==> src/rtl/bin2bcd_seq_if.sv <==
// Handshake and result bundle for the sequential binary-to-BCD converter.
// master drives requests (start, bin); slave returns status and digits.
interface bin2bcd_seq_if #(
  parameter int unsigned W = 9
);
  logic         start;
  logic [W-1:0] bin;
  logic         busy;
  logic         done;
  logic         valid;
  logic [3:0]   bcd0;
  logic [3:0]   bcd1;
  logic [3:0]   bcd2;

  modport master (
    output start, bin,
    input  busy, done, valid, bcd0, bcd1, bcd2
  );

  modport slave (
    input  start, bin,
    output busy, done, valid, bcd0, bcd1, bcd2
  );
endinterface

==> src/rtl/bin2bcd_seq.sv <==
// Iterative double-dabble converter: W-bit unsigned binary to three BCD digits,
// one adjust-and-shift per clock. Optional macro BIN2BCD_AUTO_EN adds auto-start on input change.
module bin2bcd_seq #(
  parameter int unsigned W = 9
) (
  input  logic          clk,
  input  logic          rst,
  bin2bcd_seq_if.slave  bus
);

  localparam int unsigned BCD_W = 12;
  localparam int unsigned SR_W  = BCD_W + W;
  localparam int unsigned CNT_W = 4;

  typedef enum logic [0:0] {
    IDLE = 1'b0,
    CONV = 1'b1
  } state_t;

  state_t             state_q, state_d;
  logic [SR_W-1:0]    sreg_q, sreg_d;
  logic [SR_W-1:0]    sreg_adj_c;
  logic [CNT_W-1:0]   cnt_q, cnt_d;
  logic               busy_q, busy_d;
  logic               done_q, done_d;
  logic               valid_q, valid_d;
  logic [3:0]         bcd0_q, bcd0_d;
  logic [3:0]         bcd1_q, bcd1_d;
  logic [3:0]         bcd2_q, bcd2_d;
  logic               go_c;
  logic               last_iter_c;

  // Add 3 to every BCD digit >= 5, then shift the whole register left by one.
  function automatic logic [SR_W-1:0] dabble(input logic [SR_W-1:0] s);
    logic [SR_W-1:0] t;
    t = s;
    for (int d = 0; d < 3; d++) begin
      if (t[W + 4*d +: 4] >= 4'd5) begin
        t[W + 4*d +: 4] = t[W + 4*d +: 4] + 4'd3;
      end
    end
    return t << 1;
  endfunction

  assign sreg_adj_c  = dabble(sreg_q);
  assign last_iter_c = (cnt_q == CNT_W'(1));

`ifdef BIN2BCD_AUTO_EN
  logic [W-1:0] last_q, last_d;
  logic [W-1:0] cap_q, cap_d;

  // Restart whenever nothing has been converted yet or the input moved.
  assign go_c = bus.start | ~valid_q | (bus.bin != last_q);
`else
  assign go_c = bus.start;
`endif

  // State and datapath registers; synchronous reset has priority over everything.
  always_ff @(posedge clk) begin
    if (rst) begin
      state_q <= IDLE;
      sreg_q  <= '0;
      cnt_q   <= '0;
      busy_q  <= 1'b0;
      done_q  <= 1'b0;
      valid_q <= 1'b0;
      bcd0_q  <= 4'd0;
      bcd1_q  <= 4'd0;
      bcd2_q  <= 4'd0;
`ifdef BIN2BCD_AUTO_EN
      last_q  <= '0;
      cap_q   <= '0;
`endif
    end else begin
      state_q <= state_d;
      sreg_q  <= sreg_d;
      cnt_q   <= cnt_d;
      busy_q  <= busy_d;
      done_q  <= done_d;
      valid_q <= valid_d;
      bcd0_q  <= bcd0_d;
      bcd1_q  <= bcd1_d;
      bcd2_q  <= bcd2_d;
`ifdef BIN2BCD_AUTO_EN
      last_q  <= last_d;
      cap_q   <= cap_d;
`endif
    end
  end

  // Next-state logic.
  always_comb begin
    state_d = state_q;
    case (state_q)
      IDLE: if (go_c)        state_d = CONV;
      CONV: if (last_iter_c) state_d = IDLE;
      default:               state_d = IDLE;
    endcase
  end

  // Next values of the datapath and registered outputs.
  always_comb begin
    sreg_d  = sreg_q;
    cnt_d   = cnt_q;
    busy_d  = busy_q;
    done_d  = 1'b0;
    valid_d = valid_q;
    bcd0_d  = bcd0_q;
    bcd1_d  = bcd1_q;
    bcd2_d  = bcd2_q;
`ifdef BIN2BCD_AUTO_EN
    last_d  = last_q;
    cap_d   = cap_q;
`endif
    case (state_q)
      IDLE: begin
        if (go_c) begin
          sreg_d = {BCD_W'(0), bus.bin};
          cnt_d  = CNT_W'(W);
          busy_d = 1'b1;
`ifdef BIN2BCD_AUTO_EN
          cap_d  = bus.bin;
`endif
        end
      end
      CONV: begin
        sreg_d = sreg_adj_c;
        cnt_d  = cnt_q - CNT_W'(1);
        if (last_iter_c) begin
          // Digits are published only here, so they never show partial shifts.
          bcd0_d  = sreg_adj_c[W +: 4];
          bcd1_d  = sreg_adj_c[W + 4 +: 4];
          bcd2_d  = sreg_adj_c[W + 8 +: 4];
          done_d  = 1'b1;
          valid_d = 1'b1;
          busy_d  = 1'b0;
`ifdef BIN2BCD_AUTO_EN
          last_d  = cap_q;
`endif
        end
      end
      default: begin
        busy_d = 1'b0;
      end
    endcase
  end

  assign bus.busy  = busy_q;
  assign bus.done  = done_q;
  assign bus.valid = valid_q;
  assign bus.bcd0  = bcd0_q;
  assign bus.bcd1  = bcd1_q;
  assign bus.bcd2  = bcd2_q;

endmodule
==> src/flat_wrapper.sv <==
// flat-port wrapper written by rule: the top's interface ports become plain ports
module bin2bcd_seq_flat 
#(
  parameter int unsigned W = 9
)
  (clk, rst, bus_start, bus_bin, bus_busy, bus_done, bus_valid, bus_bcd0, bus_bcd1, bus_bcd2);
  bin2bcd_seq_if #(.W(W)) bus_i ();
  input  logic clk;
  input  logic rst;
  input wire logic [$bits(bus_i.start)-1:0] bus_start;
  input wire logic [$bits(bus_i.bin)-1:0] bus_bin;
  output wire logic [$bits(bus_i.busy)-1:0] bus_busy;
  output wire logic [$bits(bus_i.done)-1:0] bus_done;
  output wire logic [$bits(bus_i.valid)-1:0] bus_valid;
  output wire logic [$bits(bus_i.bcd0)-1:0] bus_bcd0;
  output wire logic [$bits(bus_i.bcd1)-1:0] bus_bcd1;
  output wire logic [$bits(bus_i.bcd2)-1:0] bus_bcd2;
  assign bus_i.start = bus_start;
  assign bus_i.bin = bus_bin;
  assign bus_busy = bus_i.busy;
  assign bus_done = bus_i.done;
  assign bus_valid = bus_i.valid;
  assign bus_bcd0 = bus_i.bcd0;
  assign bus_bcd1 = bus_i.bcd1;
  assign bus_bcd2 = bus_i.bcd2;
  bin2bcd_seq #(.W(W)) u_core (.clk(clk), .rst(rst), .bus(bus_i));
endmodule
==> config.mk <==
export PLATFORM = sky130hd
export DESIGN_NAME = bin2bcd_seq_flat
export DESIGN_NICKNAME = d
export VERILOG_FILES = /design/src/rtl/bin2bcd_seq_if.sv /design/src/rtl/bin2bcd_seq.sv /design/src/flat_wrapper.sv
export SDC_FILE = /design/constraint.sdc
export NUM_CORES = 1
export LEC_CHECK = 0
export ABC_CLOCK_PERIOD_IN_PS = 1710
export BUFFER_PORTS_ARGS = -buffer_cell sky130_fd_sc_hd__buf_2
export CAP_MARGIN = 20
export CORE_ASPECT_RATIO = 0.9
export CORE_MARGIN = 2
export CORE_UTILIZATION = 55
export DETAILED_ROUTE_END_ITERATION = 10
export PLACE_DENSITY = 0.77
export SYNTH_ARGS = -nofsm -noshare
export SYNTH_HDL_FRONTEND = slang
export SYNTH_SLANG_ARGS = --single-unit
==> constraint.sdc <==
create_clock -name clk -period 1.71 [get_ports clk]
set_input_delay 0.342 -clock clk [delete_from_list [all_inputs] [get_ports clk]]
set_output_delay 0.342 -clock clk [all_outputs]
set_load 0.02 [all_outputs]
==> results.json <==
{
  "htree_levels": 2,
  "grt_usage_pct": 22.29,
  "place_ws_ns": 0.2420,
  "path_buf_inv": 1,
  "worstSetupPathType": "reg -> reg",
  "synth_xor_area_share_pct": 1.462,
  "setup_violations": 0,
  "grt.overflow.total": 0,
  "crit_slowest_cell": "dfxtp_1",
  "whs_ns": 0.3136,
  "insertion_delay_ns": 0.33,
  "grt_pass1_wl_mm": 6.437,
  "tightest_slew_ns": 0.5116,
  "cts_hold_buf": 0,
  "slew_headroom_pct": 65.76,
  "synth_compound_area_share_pct": 20.26,
  "synthSimpleGateAreaFrac_pct": 14.90,
  "clk_path_buf_depth": 2,
  "synth_fp_nets": 210,
  "crit_family": "flip-flops",
  "ys_ff_latch": 41,
  "leakage_uw": 0.0008585,
  "root_buffer": "clkbuf_4",
  "required_ns": 1.98,
  "dpl.hpwl_mm": 2.781,
  "final_max_slew_viol_count": 0,
  "finalCriticalPeriod_ns": 1.504,
  "setup-tns-final_ns": 0,
  "fin_nets": 240,
  "rsz0062_at_grt": "no",
  "drtPass1Iterations": 4,
  "synth-async-reset-ratio_pct": 0,
  "maxCapViolations": 0,
  "synth.most_common_cell": "dfxtp_1",
  "drt_wl_total_mm": 3.781,
  "routed_via_density": 5.574,
  "grt_max_degree": 29,
  "min_path_type": "in -> reg",
  "antenna_left": 0,
  "netlist_top_cells_area": "dfxtp_1 46%, mux2i_1 6.7%, ha_1 5.6%",
  "synthTopCellsByCount": "41 x dfxtp_1, 23 x nor2_1, 19 x a21oi_1, 12 x mux2i_1, 10 x inv_1",
  "std_cell_rows": 19,
  "fin_ws_ns": 0.2056,
  "endpoint_kind": "register",
  "port_buffers": 26,
  "coreArea_sq_um": 3090,
  "path_cells": "inv_1, ha_1, nand2b_1, a21o_1, mux2i_1, a32o_1",
  "status": "finished clean",
  "cts_inserted_buffers": 5,
  "cts.sinks": 41,
  "avgSynthCellArea_sq_um": 9.456,
  "dr_total_vias": 1466,
  "min_period_over_period_pct": 87.98,
  "muxShareOfSynthArea_pct": 6.685,
  "cts_tree": "yes",
  "critPathLaunchType": "register",
  "final.setup_skew_ns": 0.008340,
  "slowest_delay_ns": 0.39,
  "synth_top_area_cell": "dfxtp_1",
  "top_level_ports": 27,
  "antenna_found_initial": 0,
  "grt_pass1_vias": 1359,
  "final_core_util_pct": 65.99,
  "wl_per_cell_um": 14.38,
  "fill_cells": 266,
  "yosys_most_used_dff": "dfxtp_1",
  "synth_cell_types": 31,
  "fmax_mhz": 664.7,
  "die_h_um": 58.22,
  "synthToLayoutAreaGrowth_pct": 13.51,
  "die_width_um": 64.25,
  "yosys_warnings": 0,
  "die-area_sq_um": 3740,
  "synth_adder_area_share_pct": 5.571,
  "cp_max_fo": 5,
  "layout-drive-gt1-share_pct": 20.36,
  "hold_viol": 0,
  "antenna_cells": 0,
  "synth_top_family_by_area": "compound AO/OA/AOI/OAI gates",
  "syn-cell-area_sq_um": 1797,
  "post_cts_buffers": 0,
  "finalPower_uw": 1642,
  "drtIter0Drc": 51,
  "synth_edf_count": 0,
  "place_congestion": 0.8386,
  "drc": 0,
  "initial_core_util_pct": 58.14,
  "synth_top_area_share_pct": 45.68,
  "p_per_area_nw_per_um2": 804.9,
  "cts.repair.resized": 0,
  "irDropWorstVdd_mv": 0.5691,
  "critPathArrivalTime_ns": 1.78,
  "clk_pin_slew_worst_paths_ns": 0.11,
  "synthCells": 190,
  "synth-seq-area-share_pct": 45.68
}
## layer usage
metal | global-route usage [%] | up-vias | wire length (um)
li1 | - | 739 | -
met1 | 31.58 | 696 | 1781
met2 | 34.38 | 26 | 1783
met3 | 5.049 | 5 | 183
met4 | 6.383 | 0 | 33
met5 | 0 | - | 0
## layout make-up
| type | instances | area (sq um) | area share (%) |
|---|---|---|---|
| Sequential cell | 41 | 820.8 | 40.25 |
| Inverter | 11 | 41.29 | 2.025 |
| Tap cell | 42 | 52.55 | 2.577 |
| Multi-Input combinational cell | 128 | 878.3 | 43.07 |
| Clock buffer | 6 | 41.29 | 2.025 |
| Clock inverter | 2 | 10.01 | 0.4908 |
| Timing Repair Buffer | 33 | 195.2 | 9.571 |
## final timing paths
kind                                         from                 to  slack [ns]  depth (start not counted)
worst max-delay path            u_core.sreg_q[13]  u_core.sreg_q[15]        0.21                          6
worst min-delay path                   bus_bin[0]   u_core.sreg_q[0]        0.31                          3
worst max register to register  u_core.sreg_q[13]  u_core.sreg_q[15]        0.21                          6
worst min register to register   u_core.bus.valid   u_core.bus.valid        0.47                          2
## cells in the final DEF (no fill, tap or decap), types with 2 or more instances in the layout
cell type / instances
a22o_1: 7
nand3_1: 5
nor3b_1: 5
nand2b_1: 5
nor2_1: 23
dfxtp_1: 41
buf_4: 6
a32o_1: 6
inv_1: 10
clkbuf_4: 5
a21oi_1: 19
mux2i_1: 12
xnor2_1: 3
o2bb2ai_1: 5
o21ai_0: 9
a21o_1: 2
clkinv_2: 2
nor3_1: 9
buf_2: 26
ha_1: 8
## flip-flops by register name (all words and copies together) (netlist names)
signal,flops
u_core.sreg_q,21
u_core.state_q,1
u_core.bus.bcd0,4
u_core.bus.done,1
u_core.cnt_q,4
u_core.bus.valid,1
u_core.bus.busy,1
u_core.bus.bcd1,4
u_core.bus.bcd2,4
## power by group
group | switching, uW | internal, uW
sequential | 24.8 | 985
combinational | 113 | 77.7
clock | 284 | 157
## tightest hold or removal path, delay by kind of cell
kind | cells | cell delay, ns
buffers and inverters | 1 | 0.07
muxes | 1 | 0.06
and+or+nand+nor | 1 | 0.13
## metrics by stage
stage | area (sq um) | cells
floorplan | 1797 | 190
global placement | 1988 | 255
detailed placement | 1988 | 255
CTS | 2039 | 263
global route | 2039 | 263
finish | 2039 | 263
## cell families after synthesis
group,Yosys count
AOI/OAI and AO/OA,53
and+or+nand+nor,52
DFF,41
buffers and inverters,21
muxes,12
adders and majority gates,8
xor gates and xnor gates,3
Power figures use the tool's default switching activity.
